`src/rtl/divisor_nb.sv`:
```
// divisor_nb: push-button driven restoring divider.
//   The operator enters a numerator and then a denominator with up/down and
//   confirms each one with ok. The divider then produces one quotient bit per
//   clock. It traps a zero denominator, and ok toggles the display between the
//   quotient and the remainder.
// Ports:
//   clk       system clock, rising edge
//   rst       asynchronous active-low reset
//   up/down   entry increment/decrement buttons (level in, edge-detected here)
//   ok        confirm / Q-R toggle button (level in, edge-detected here)
//   leds      entry value, quotient, remainder, or all ones on error
//   busy      high while the division runs (exactly WIDTH cycles)
//   done      one-cycle pulse on the first SHOW_Q cycle
//   err       high while the denominator-zero trap is active
//   show_rem  high while leds shows the remainder
//
// state    | meaning
// LOAD_NUM | editing numerator, leds = entry
// LOAD_DEN | editing denominator, leds = entry
// CALC     | restoring division, one bit per cycle, leds = 0
// SHOW_Q   | leds = quotient
// SHOW_R   | leds = remainder
// ERR      | denominator was zero, leds = all ones
module divisor_nb #(
    parameter int WIDTH = 8
) (
    input  logic             clk,
    input  logic             rst,
    input  logic             up,
    input  logic             down,
    input  logic             ok,
    output logic [WIDTH-1:0] leds,
    output logic             busy,
    output logic             done,
    output logic             err,
    output logic             show_rem
);

    localparam int CW = $clog2(WIDTH);
    localparam logic [CW-1:0] CNT_TOP = CW'(WIDTH - 1);

    localparam logic [2:0] S_LOAD_NUM = 3'd0;
    localparam logic [2:0] S_LOAD_DEN = 3'd1;
    localparam logic [2:0] S_CALC     = 3'd2;
    localparam logic [2:0] S_SHOW_Q   = 3'd3;
    localparam logic [2:0] S_SHOW_R   = 3'd4;
    localparam logic [2:0] S_ERR      = 3'd5;

    logic [2:0]       state;
    logic [WIDTH-1:0] entry, entry_next;
    logic [WIDTH-1:0] num, den, q, r;
    logic [WIDTH-1:0] p;
    logic [CW-1:0]    cnt;
    logic             up_q, down_q, ok_q;
    logic             up_p, down_p, ok_p;
    logic [WIDTH:0]   p_shift, diff;
    logic             p_ge;
    logic [WIDTH-1:0] p_next;

    assign up_p   = up & ~up_q;
    assign down_p = down & ~down_q;
    assign ok_p   = ok & ~ok_q;

    always_comb begin
        entry_next = entry;
        if (up_p && !down_p)
            entry_next = entry + WIDTH'(1);
        else if (down_p && !up_p)
            entry_next = entry - WIDTH'(1);
    end

    // The partial remainder is always below den, so the shifted value is below
    // 2*den. When the shifted value is less than den, the WIDTH+1 bit difference
    // wraps and its top bit is set. When it is greater or equal, the difference
    // is below den and the top bit is clear. The top bit is therefore the borrow.
    assign p_shift = {p, num[cnt]};
    assign diff    = p_shift - {1'b0, den};
    assign p_ge    = ~diff[WIDTH];
    assign p_next  = p_ge ? diff[WIDTH-1:0] : p_shift[WIDTH-1:0];

    always_ff @(posedge clk or negedge rst) begin
        if (!rst) begin
            state  <= S_LOAD_NUM;
            entry  <= '0;
            num    <= '0;
            den    <= '0;
            q      <= '0;
            r      <= '0;
            p      <= '0;
            cnt    <= '0;
            up_q   <= 1'b0;
            down_q <= 1'b0;
            ok_q   <= 1'b0;
            done   <= 1'b0;
        end else begin
            up_q   <= up;
            down_q <= down;
            ok_q   <= ok;
            done   <= 1'b0;
            case (state)
                S_LOAD_NUM: begin
                    if (ok_p) begin
                        num   <= entry;
                        entry <= '0;
                        state <= S_LOAD_DEN;
                    end else begin
                        entry <= entry_next;
                    end
                end
                S_LOAD_DEN: begin
                    if (ok_p) begin
                        den   <= entry;
                        entry <= '0;
                        if (entry == '0) begin
                            state <= S_ERR;
                        end else begin
                            state <= S_CALC;
                            cnt   <= CNT_TOP;
                            p     <= '0;
                            q     <= '0;
                        end
                    end else begin
                        entry <= entry_next;
                    end
                end
                S_CALC: begin
                    p      <= p_next;
                    q[cnt] <= p_ge;
                    if (cnt == '0) begin
                        r     <= p_next;
                        state <= S_SHOW_Q;
                        done  <= 1'b1;
                    end else begin
                        cnt <= cnt - CW'(1);
                    end
                end
                S_SHOW_Q, S_SHOW_R: begin
                    // down has priority over ok so that a restart always succeeds.
                    if (down_p) begin
                        entry <= '0;
                        state <= S_LOAD_NUM;
                    end else if (ok_p) begin
                        state <= (state == S_SHOW_Q) ? S_SHOW_R : S_SHOW_Q;
                    end
                end
                S_ERR: begin
                    if (ok_p) begin
                        entry <= '0;
                        state <= S_LOAD_NUM;
                    end
                end
                default: begin
                    entry <= '0;
                    state <= S_LOAD_NUM;
                end
            endcase
        end
    end

    always_comb begin
        leds = '0;
        case (state)
            S_LOAD_NUM, S_LOAD_DEN: leds = entry;
            S_SHOW_Q:               leds = q;
            S_SHOW_R:               leds = r;
            S_ERR:                  leds = '1;
            default:                leds = '0;
        endcase
    end

    assign busy     = (state == S_CALC);
    assign err      = (state == S_ERR);
    assign show_rem = (state == S_SHOW_R);

endmodule

```
`config.mk`:
```
export PLATFORM = sky130hd
export DESIGN_NAME = divisor_nb
export DESIGN_NICKNAME = d
export VERILOG_FILES = /design/src/rtl/divisor_nb.sv
export SDC_FILE = /design/constraint.sdc
export NUM_CORES = 1
export LEC_CHECK = 0
export ABC_AREA = 1
export CAP_MARGIN = 0
export CORE_MARGIN = 10
export CORE_UTILIZATION = 28
export DETAILED_ROUTE_END_ITERATION = 8
export DONT_BUFFER_PORTS = 1
export MAX_ROUTING_LAYER = met4
export PLACE_DENSITY = 0.38
export SLEW_MARGIN = 10
export SYNTH_ARGS = -nofsm -noshare
export SYNTH_HDL_FRONTEND = slang
export SYNTH_SLANG_ARGS = --single-unit
```
`constraint.sdc`:
```
create_clock -name clk -period 2.8 [get_ports clk]
set_input_delay 0.56 -clock clk [delete_from_list [all_inputs] [get_ports clk]]
set_output_delay 0.56 -clock clk [all_outputs]
set_load 0.01 [all_outputs]
```
# After elaboration in Yosys (flattened, before gate mapping)
# Index checks and enable logic that the tools add are counted.
[op_classes]
reduce_logical = 18
bitwise = 8
eq_ne = 14
addsub = 4
n_mux = 32
order_cmp = 2
[op_table]
columns = ["operator", "n"]
rows = [
  ["two-way mux 8 bit", 8],
  ["one-hot mux 8 bit (4 select lines)", 2],
  ["two-way mux 3 bit", 11],
  ["one-hot mux 8 bit (2 select lines)", 2],
  ["one-hot mux 3 bit (5 select lines)", 1],
  ["!= test 2 bit (second input constant)", 5],
  ["subtractor 9 x 8 -> 9 bit", 1],
  ["adder 8 x 1 -> 8 bit (second input constant)", 1],
  ["bitwise mux 8 bit", 1],
  ["zero test 8 bit", 1],
  ["AND reduction 4 bit", 2],
  ["subtractor 8 x 1 -> 8 bit (second input constant)", 1],
  ["equality test 3 x 2 -> 1 bit (second input constant)", 2],
  ["equality test 3 bit (second input constant)", 2],
  ["zero test 3 bit", 2],
  ["one-hot mux 3 bit (2 select lines)", 1],
  ["AND reduction 2 bit", 3],
  ["NOT 1 bit", 5],
  ["AND reduction 5 bit", 1],
  ["< comparator 3 x 4 -> 1 bit (second input constant)", 1],
  ["two-way mux 1 bit", 4],
  ["!= test 2 x 1 -> 1 bit (second input constant)", 2],
  ["!= test 4 x 1 -> 1 bit (second input constant)", 1],
  ["OR reduction 2 bit", 2],
  ["other kinds (11)", 16],
]
[totals]
input_bits = 5
ff_bits = 58
elab_cells = 90
output_inout_bits = 12

# Logic depth before layout (Yosys ltp)
[depth]
ltp_word = 8
ltp_mapped = 22
ltp_nobuf = 21

# Least setup slack after synthesis
# OpenSTA, ideal clock, no wires.
[synth_path]
kind = "reg-to-reg"
from = "reg cnt[0]"
to = "reg p[4]"
path_slack_ns = 0.472
synth_period_minus_slack_ns = 2.328
n_path_buf = 2
setup_ns = 0.118
required_ns = 2.682
arrival_time_ns = 2.211
stages_incl_launch_ff = 22
cell_sequence = "dfrtp_1 buf_2 inv_2 nand2_1 nand2_1 nand2_1 nand2_1 nand2_1 nand2_1 inv_1 ha_1 inv_1 fa_1 nand2_1 nand2_1 nand3_2 nand3_1 nand2_2 buf_6 nand2_2 nand3_1 nand2_1"
[synth_between]
elab_chain_cells = 5
[synth_lines]
columns = ["item", "line", "rtl"]
rows = [
  ["start: declaration", "53", "logic [CW-1:0] cnt;"],
  ["start signal: assignment", "134", "cnt <= cnt - CW'(1);"],
  ["binary-select mux 1 bit (select 3 bit)", "76", "assign p_shift = {p, num[cnt]};"],
  ["two-way mux 1 bit (not written as such)", "76", ""],
  ["subtractor 9 x 8 -> 9 bit", "77", "assign diff = p_shift - {1'b0, den};"],
  ["two-way mux 8 bit", "79", "assign p_next = p_ge ? diff[WIDTH-1:0] : p_shift[WIDTH-1:0];"],
  ["one-hot mux 8 bit (2 select lines)", "100", "case (state)"],
  ["end signal: assignment", "127", "p <= p_next;"],
  ["end: declaration", "52", "logic [WIDTH-1:0] p;"],
]
# Every way passes these cells. The select of a mux whose other input is x is not followed.
# A chain may end at the register's enable or synchronous reset.

# Worst setup path in the final report
[layout_path]
from = "reg cnt[0]"
to = "reg p[7]"
# The elaborated chain is that of the path after synthesis.

==> summary.txt <==
Critical path
  – FF-to-FF setup slack: 0.32 ns
  – Worst Setup SP: cnt[0]
  – Crit path capture type: flop
  – CP Buf/Inv Count: 3
  – Worst-path maximum fanout: 16
  – Reg-to-Reg End: p[7]
  – Kind of critical path: flop to flop
  – Cells on worst reg2reg path: 21
  – Critical Path Max Stage Delay: 0.41 ns
  – R2R Path Start: cnt[0]
  – Crit path cell chain: inv_2 -> nand2_1 -> nand2_1 -> nand2_1 -> nand2_1 -> nand2_1 -> nand2_1 -> inv_1 -> ha_1 -> inv_1 -> fa_1 -> nand2_1 -> nand2_1 -> nand3_2 -> nand2_1 -> nand2_1 -> nand2_4 -> nand2_1 -> nand2_1 -> nand2_1 -> nand2_1
  – Most frequent CP cell: nand2_1
  – CP top delay family: simple AND/OR/NAND/NOR gates
  – CP max-delay cell: dfrtp_2
  – CP startpoint kind: flop
  – CP arrival: 2.70 ns
  – Critical Path RT: 3.01 ns

Layout
  – Final non-filler cell total: 677
  – Register area: 1450 um2
  – Filler instances: 1372
  – NumNets Final: 524
  – N_diodes: 0
  – End-of-flow core utilization: 0.328
  – Most common cell after layout, fill and taps aside: nand2_1
  – Multi-input gate area: 1850 um2
  – Final design area excluding fillers: 4120 um2
  – Share of cells above drive strength 1: 0.0871
  – Most frequent cells in the layout: nand2_1, inv_1, dfrtp_1, nand3_1, o21ai_0
  – Layout area overhead: 15.0%

CTS
  – Clock Tree Root: clkbuf_16
  – CTS tree: yes
  – Sink Count: 58
  – CTS Buffer Depth: 2
  – Htree depth: 3
  – Worst-skew pair later-pin latency: 0.33 ns
  – Total CTS buffers: 9
  – CTS clk-pin slew, worst paths: 0.06 ns

Detailed routing
  – Mean number of vias per cell: 4.59
  – Top Layer Used: met4
  – Post-Route WL: 10500 um
  – Via count: 3105
  – DR pass1 iterations: 4
  – Post-DRT Antenna Nets: 0
  – Average wire per standard cell: 15.4 um
  – DR WL met3: 372 um
  – DRC viols: 0
  – Metal1 wirelength: 5060 um
  – Drt initial violations: 212
  – Met2 wire length: 4870 um

Timing
  – Final Hold Vio Count: 0
  – Worst-Margin Slew: 0.658 ns
  – Clock skew: 0.00638 ns
  – Achievable Freq: 403 MHz
  – Tmin final: 2.48 ns
  – Fin crit share: 0.887
  – Setup violators final: 0
  – Slew margin rel.: 0.559
  – Pins Over Slew Limit: 0

Run
  – Max-cap check violation count: 0

Floorplan
  – Initial Utilization: 0.285
  – Number of placement rows: 41
  – Chip width: 133 um
  – Ports: 17
  – Die Height: 133 um
  – Core ar.: 12600 um2
  – Die ar.: 17700 um2

Yosys
  – Ys async rst share: 1.00
  – Post-synth cell types: 35
  – Avg Cell Area, Syn: 7.34 um2
  – Post-synth EDFFs: 0
  – YS warnings: 0
  – Mapped cell area: 3590 um2
  – FF+latch count, synth: 58
  – Syn_nets: 513
  – Top FF cell, synth: dfrtp_1
  – Syn Inst Count: 489
  – Register area share after synthesis: 0.405

Global route
  – Largest net degree at the start of global routing: 59
  – Number of global-route vias before repair: 2963
  – Initial antenna violation count: 0
  – Gr usage total: 0.121
  – GRT overflow: 0
  – First-pass GRT wire length: 16500 um

Power
  – PwrDens: 1310 nW/um2
  – Total power draw: 5.41 mW
  – Worst VDD drop: 451 uV
  – P_leak: 2.13 nW

Placed design
  – RD Place Congestion: 0.822
  – DP HPWL: 7660 um
  – PortBufs: 0
  – Placed cell count: 658
  – Placed cell areas: 3790 um2

Run status
  – Status: completed

Hold path
  – Min-Delay Path Class: input port to asynchronous set/reset pin
-- per-layer routing --
| layer | track usage | vias to the layer above |
|---|---|---|
| met5 | - | - |
| met4 | 0.0399 | 0 |
| met3 | 0.0267 | 13 |
| met2 | 0.185 | 54 |
| met1 | 0.157 | 1450 |
| li1 | - | 1588 |
-- what timing repair did --
item,in CTS,in global routing
setup endpoints to repair,0,24
gates resized for setup,0,3
hold buffers,1,0
setup buffers,0,2
hold endpoints to repair,58,0
-- worst max-delay path by stage --
stage | slack [ns] | end | cells past startpoint
final | 0.32 | p[7] | 21
after global routing | -0.02 | p[7] | 21
after CTS | 0.03 | p[7] | 21
after detailed placement | 0.04 | r[7] | 21
after global placement | 0.15 | r[7] | 21
after floorplan | 0.47 | p[4] | 21
-- Yosys cell counts (6+ instances only) --
library cell	n	share of area
nand2_1	178	0.19
o21ai_0	27	0.038
xnor2_1	6	0.015
or2_0	8	0.014
nor3_1	9	0.013
dfrtp_1	58	0.40
a21oi_1	9	0.013
nand3_1	44	0.061
inv_1	58	0.061
nor2_1	17	0.018
ha_1	17	0.059
buf_2	6	0.0084
-- state kept, by name (all words and copies together), names as in the netlist --
name,flops
cnt,3
p,8
up_q,1
q,8
ok_q,1
down_q,1
state,3
num,8
r,8
den,8
entry,8
done,1
-- where the power goes --
group	total [mW]	switching (mW)	internal (mW)	leakage, nW
Combinational	3.01	2.01	1.00	1.24
Clock	1.01	0.392	0.617	0.131
Sequential	1.39	0.237	1.15	0.755
-- cell type report --
cell class	count	share of cell area
Clock buffer	11	0.0589
Clock inverter	5	0.00728
Inverter	66	0.0604
Multi-Input combinational cell	357	0.448
Sequential cell	58	0.352
Tap cell	172	0.0522
Timing Repair Buffer	8	0.0206
-- cells by family (layout without fill, tap and decap cells) --
kind of cell / count (synthesis) / in the layout / synth area share
flip-flops: 58 / 58 / 0.405
buffers and inverters: 74 / 90 / 0.0820
adder cells (fa/ha/maj): 19 / 19 / 0.0705
AO/OA/AOI/OAI: 55 / 55 / 0.0889
AND/OR/NAND/NOR: 274 / 274 / 0.332
XOR/XNOR: 9 / 9 / 0.0220
-- per-stage QoR --
stage | setup TNS, ns | worst slack [ns] | hold slack [ns]
CTS | 0 | 0.0268 | 0.108
finish | 0 | 0.317 | 0.0903
global route | -0.0277 | -0.0152 | 0.105
floorplan | 0 | 0.472 | 0.264
global placement | 0 | 0.153 | 0.266
detailed placement | 0 | 0.0380 | 0.267
Note: power is estimated with default switching activity, not from simulation.
